$ cat src/rtl/demux_pkg.sv
// rtl/demux_pkg.sv - shared constants and select decode for the 1-to-4 stream demux
package demux_pkg;

    localparam int NUM_CH = 4;
    localparam int SEL_W  = 2;

    localparam int CH_A = 0;
    localparam int CH_B = 1;
    localparam int CH_C = 2;
    localparam int CH_D = 3;

    function automatic logic [NUM_CH-1:0] sel_onehot(input logic [SEL_W-1:0] sel);
        logic [NUM_CH-1:0] oh;
        oh      = '0;
        oh[sel] = 1'b1;
        return oh;
    endfunction

endpackage

$ cat src/rtl/demux_out_slot.sv
// rtl/demux_out_slot.sv - one-entry output holding slot with load/drain/full tracking
module demux_out_slot #(
    parameter int DATA_WIDTH = 32
) (
    input  logic                  clk,
    input  logic                  rst_n,
    input  logic                  load,
    input  logic [DATA_WIDTH-1:0] load_data,
    input  logic                  out_ready,
    output logic                  full,
    output logic [DATA_WIDTH-1:0] data,
    output logic                  can_load
);

    // A draining slot frees up at the same edge, so it may be refilled back-to-back.
    assign can_load = !full || out_ready;

    always_ff @(posedge clk or negedge rst_n) begin
        if (!rst_n) begin
            full <= 1'b0;
            data <= '0;
        end else if (load) begin
            full <= 1'b1;
            data <= load_data;
        end else if (out_ready) begin
            full <= 1'b0;
        end
    end

endmodule

$ cat src/rtl/demux_1to4_stream.sv
// rtl/demux_1to4_stream.sv - registered 1-to-4 stream demux; DEMUX_1TO4_STREAM_BROADCAST_EN adds Broadcast
module demux_1to4_stream
    import demux_pkg::*;
#(
    parameter int DATA_WIDTH = 32
) (
    input  logic                  clk,
    input  logic                  rst_n,
    input  logic [DATA_WIDTH-1:0] In_Data,
    input  logic                  In_Valid,
    output logic                  In_Ready,
    input  logic [SEL_W-1:0]      Select,
`ifdef DEMUX_1TO4_STREAM_BROADCAST_EN
    input  logic                  Broadcast,
`endif
    output logic [DATA_WIDTH-1:0] A,
    output logic [DATA_WIDTH-1:0] B,
    output logic [DATA_WIDTH-1:0] C,
    output logic [DATA_WIDTH-1:0] D,
    output logic [NUM_CH-1:0]     Out_Valid,
    input  logic [NUM_CH-1:0]     Out_Ready
);

    logic [NUM_CH-1:0]     can_load;
    logic [NUM_CH-1:0]     target;
    logic [NUM_CH-1:0]     load_en;
    logic [DATA_WIDTH-1:0] slot_data [NUM_CH];

`ifdef DEMUX_1TO4_STREAM_BROADCAST_EN
    // A broadcast word waits until every slot can take it, so all copies land together.
    assign target   = Broadcast ? {NUM_CH{1'b1}} : sel_onehot(Select);
    assign In_Ready = Broadcast ? (&can_load) : can_load[Select];
`else
    assign target   = sel_onehot(Select);
    assign In_Ready = can_load[Select];
`endif

    assign load_en = target & {NUM_CH{In_Valid && In_Ready}};

    for (genvar k = 0; k < NUM_CH; k++) begin : g_slot
        demux_out_slot #(
            .DATA_WIDTH(DATA_WIDTH)
        ) u_slot (
            .clk      (clk),
            .rst_n    (rst_n),
            .load     (load_en[k]),
            .load_data(In_Data),
            .out_ready(Out_Ready[k]),
            .full     (Out_Valid[k]),
            .data     (slot_data[k]),
            .can_load (can_load[k])
        );
    end

    assign A = slot_data[CH_A];
    assign B = slot_data[CH_B];
    assign C = slot_data[CH_C];
    assign D = slot_data[CH_D];

endmodule
$ cat config.mk
export PLATFORM = sky130hd
export DESIGN_NAME = demux_1to4_stream
export DESIGN_NICKNAME = d
export VERILOG_FILES = /design/src/rtl/demux_pkg.sv /design/src/rtl/demux_out_slot.sv /design/src/rtl/demux_1to4_stream.sv
export SDC_FILE = /design/constraint.sdc
export NUM_CORES = 1
export LEC_CHECK = 0
export CAP_MARGIN = 20
export CORE_ASPECT_RATIO = 0.8
export CORE_MARGIN = 4
export CORE_UTILIZATION = 49
export DETAILED_ROUTE_END_ITERATION = 10
export PLACE_DENSITY = 0.95
export SLEW_MARGIN = 20
export SYNTH_ARGS = -nofsm -noshare
export SYNTH_HDL_FRONTEND = slang
export SYNTH_SLANG_ARGS = --single-unit
$ cat constraint.sdc
create_clock -name clk -period 3.8 [get_ports clk]
set_clock_uncertainty 0.05 [all_clocks]
set_input_delay 0.76 -clock clk [delete_from_list [all_inputs] [get_ports clk]]
set_output_delay 0.76 -clock clk [all_outputs]
set_load 0.1 [all_outputs]
---- Word level (Yosys, flattened, before mapping) ----
Index checks and enable logic that the tools add are counted.
storage, ports and cells
  register bits after elaboration ......... 132
  word-level logic and storage cells ...... 37
  output and inout bits ................... 133
  bits of input ports ..................... 41
operators by class
  bitwise logic cells ..................... 1
  mux-type cells .......................... 12
  $lt $le $gt $ge ......................... 2
  reductions and logical operators ........ 14
operators by type and width
  operator                                                     number
  2-to-1 mux 1 bit                                             10
  nonzero test 2 bit                                           4
  bitwise AND 4 bit                                            1
  zero test 1 bit                                              4
  logical OR 1 bit                                             4
  less-than comparator 2 x 3 -> 1 bit (second input constant)  1
  binary-select mux 1 bit (select 2 bit)                       1
  demux 1 bit (select 2 bit)                                   1
  >= comparator 2 x 1 -> 1 bit (second input constant)         1
  logical AND 1 bit                                            2

---- Logic depth before layout (Yosys ltp) ----
  word-level depth ........................ 7
  mapped depth ............................ 6
  depth with buffers taken out ............ 3

---- Modules after synthesis ----
From an unflattened synthesis, not the netlist that was laid out.
second synthesis, totals
  cell total of the unflattened synthesis .. 289
  area, all modules ....................... 5582.9 um^2
modules (own cells, without submodules)
  module             cells each  area an instance (um^2)  sequential area each (um^2)  instances
  demux_out_slot     71          1378.8                   825.8                        4
  demux_1to4_stream  5           67.6                     0.0                          1

---- Worst setup path before layout ----
No wires, ideal clock.
  kind .................................... input to output
  start point ............................. input Select[1]
  end point ............................... output In_Ready
  arrival ................................. 1701 ps
  buffers on the path ..................... 1
  setup slack ............................. 1289 ps
  cell stages on the path ................. 2
  required time ........................... 2990 ps
  path through ............................ buf_2 > mux4_2
on the way
  longest elaborated chain between the ends .. 2
ends and longest elaborated chain
  item                                    line                     text
  start: declaration                      demux_1to4_stream.sv:12  input logic [SEL_W-1:0] Select,
  binary-select mux 1 bit (select 2 bit)  demux_1to4_stream.sv:35  assign In_Ready = can_load[Select];
  2-to-1 mux 1 bit (implied by the code)  demux_1to4_stream.sv:35
  end: declaration                        demux_1to4_stream.sv:11  output logic In_Ready,
No other way between the ends. The select of a mux whose other input is x is not followed.

---- Worst setup path in the final report ----
Ends and elaborated chain as after synthesis.

==> summary.txt <==
Run status
  – Status: complete, no violations

Critical path
  – Setup crit start kind: primary input
  – Crit path max fanout: 7
  – CP arrival: 2.17 ns
  – Kind of end point of the critical path: output port
  – Critical path class: in -> out
  – Worst EP required: 2.99 ns

Final layout
  – Commonest non-fill, non-tap cell in the layout: clkdlybuf4s50_1
  – Final core occ: 0.755
  – Layout Nets: 515
  – Final instance area: 0.00743 mm^2
  – Most frequent cells in the layout: 171 x clkdlybuf4s50_1, 132 x dfrtp_1, 97 x mux2_2
  – Antenna fix cells: 0
  – Fraction of layout cells with a size suffix above 1: 0.290
  – Syn-to-layout area delta: 47.3%

Timing
  – Post-route setup TNS: 0 ns
  – Max frequency: 336 MHz
  – Final worst slack: 0.820 ns
  – Worst slew pin tran: 1.02 ns
  – Relative slew slack: 0.317
  – Setup violators final: 0
  – Pins Over Slew Limit: 0
  – Min cycle time layout: 2.98 ns
  – Final hold vios: 0
  – RSZ-0062 raised after global routing: false
  – Fin crit share: 0.784

Clock network
  – Post-cts resize count: 0
  – Longest Clk Path Bufs: 2
  – Cts bufs inserted: 17
  – CTS clk-pin slew, worst paths: 0.06 ns
  – Clock Tree Root: clkbuf_16
  – Cts hold-fix bufs: 0
  – # H-tree levels: 4
  – Postcts setup bufs: 0
  – CTS tree: built
  – Clock Sinks: 132
  – Worst-Skew Late Latency: 0.41 ns

Floorplan
  – Die Width: 121 um
  – Site row count: 32
  – I/O pins: 174
  – Initial Util: 0.512
  – DIE HEIGHT: 98.8 um
  – Core area: 0.00985 mm^2
  – Die ar.: 0.0120 mm^2

Yosys
  – Post-synthesis sequential area ratio: 0.655
  – FF+latch count, synth: 132
  – Cells after Synth: 296
  – Net Count, Synth: 337
  – Syn_area_per_cell: 17.0 um^2
  – Synth cell types: 17
  – Yosys warns: 0
  – Cell Area, Synth: 0.00504 mm^2

Place
  – I/O Buffers: 173
  – Pre-CTS setup slack: 0.810 ns
  – Post-DP Area: 0.00685 mm^2
  – HPWL Detailed: 8810 um
  – Routability cong.: 0.758

Power and ir drop
  – Worst vdd ir: 0.548 mV
  – Power Density: 901 mW/mm^2
  – Total power draw: 6.70 mW
  – Pleak: 3.12 nW

Global routing
  – Largest net degree at the start of global routing: 81
  – Remaining global-route overflow: 0
  – Vias in the first global route: 3540
  – GRT Overall Usage: 0.221
  – Antenna violations before repair: 0
  – First-pass GRT wire length: 20000 um

Detailed routing
  – Avg WL per Cell: 20.3 um
  – Remaining antenna violation count: 0
  – 1st-pass router iterations: 4
  – Vias per inst: 5.08
  – DRC violations left: 0
  – Via count: 3160
  – Routed WL: 12600 um
  – 1st-iter DRT viols: 161

Worst hold path
  – Hold crit path type: in -> async

Job
  – Max_cap viols: 0
## critical path, cell delays in order
cell,delay [ns]
clkdlybuf4s50_1,0.62
mux4_2,0.53
buf_4,0.25
## area by class of cell
class                   instances  area (um^2)
flip-flops and latches        132         3300
fillers                       600         2420
repair buffers                178         1800
multi-input cells             145         1580
clock buffers                  17          425
well taps                     136          170
clock inverters                14          155
## per-stage QoR
step | std cells | hold slack (ns)
floorplan | 296 | 0.414
global placement | 591 | 0.416
detailed placement | 591 | 0.424
CTS | 622 | 0.360
global route | 622 | 0.380
finish | 622 | 0.337
## path summary, 6_finish.rpt
check	startpoint	end	slack, ns	cells past startpoint
max	Select[1]	In_Ready	0.82	3
min	rst_n	g_slot[0].u_slot.data[10]	0.34	1
max reg2reg	g_slot[0].u_slot.full	g_slot[0].u_slot.data[20]	1.97	4
min reg2reg	g_slot[1].u_slot.data[9]	g_slot[1].u_slot.data[9]	0.43	1
max in group asynchronous	rst_n	g_slot[1].u_slot.data[12]	2.50	2
min in group clk	g_slot[1].u_slot.data[9]	g_slot[1].u_slot.data[9]	0.43	1
## kinds of logic after synthesis
family | Yosys count | share of synthesized area
AO/OA/AOI/OAI | 1 | 0.000991
AND/OR/NAND/NOR | 15 | 0.0198
flip-flops | 132 | 0.655
multiplexers | 129 | 0.290
buffers and inverters | 19 | 0.0342
## power breakdown
group / switching [mW] / total, mW / internal (mW)
Sequential: 0.162 / 1.86 / 1.70
Clock: 0.627 / 1.60 / 0.968
Combinational: 2.51 / 3.24 / 0.728
Total: 3.30 / 6.70 / 3.40
## registers in the layout (all words and copies together) (netlist names)
signal / cells
g_slot.u_slot.full: 4
g_slot.u_slot.data: 128
## cell usage after synthesis (all sizes together)
master,number,area share
and3,1,0.0012
buf,18,0.033
clkbuf,1,0.00099
dfrtp,132,0.65
mux2,128,0.29
mux4,1,0.0045
nand2,5,0.0037
nand2b,4,0.0050
nand3,1,0.00099
nand3b,1,0.0022
nor2b,2,0.0030
nor3b,1,0.0037
o21ai,1,0.00099
## routing by layer
layer  track usage  routed length, um  part of all wire
met5             0                  0                 0
met4        0.0741                184             0.015
met2         0.373               6330              0.50
met3        0.0924               1150             0.091
met1         0.255               4960              0.39
No activity file was read; power rests on OpenSTA's default activity.
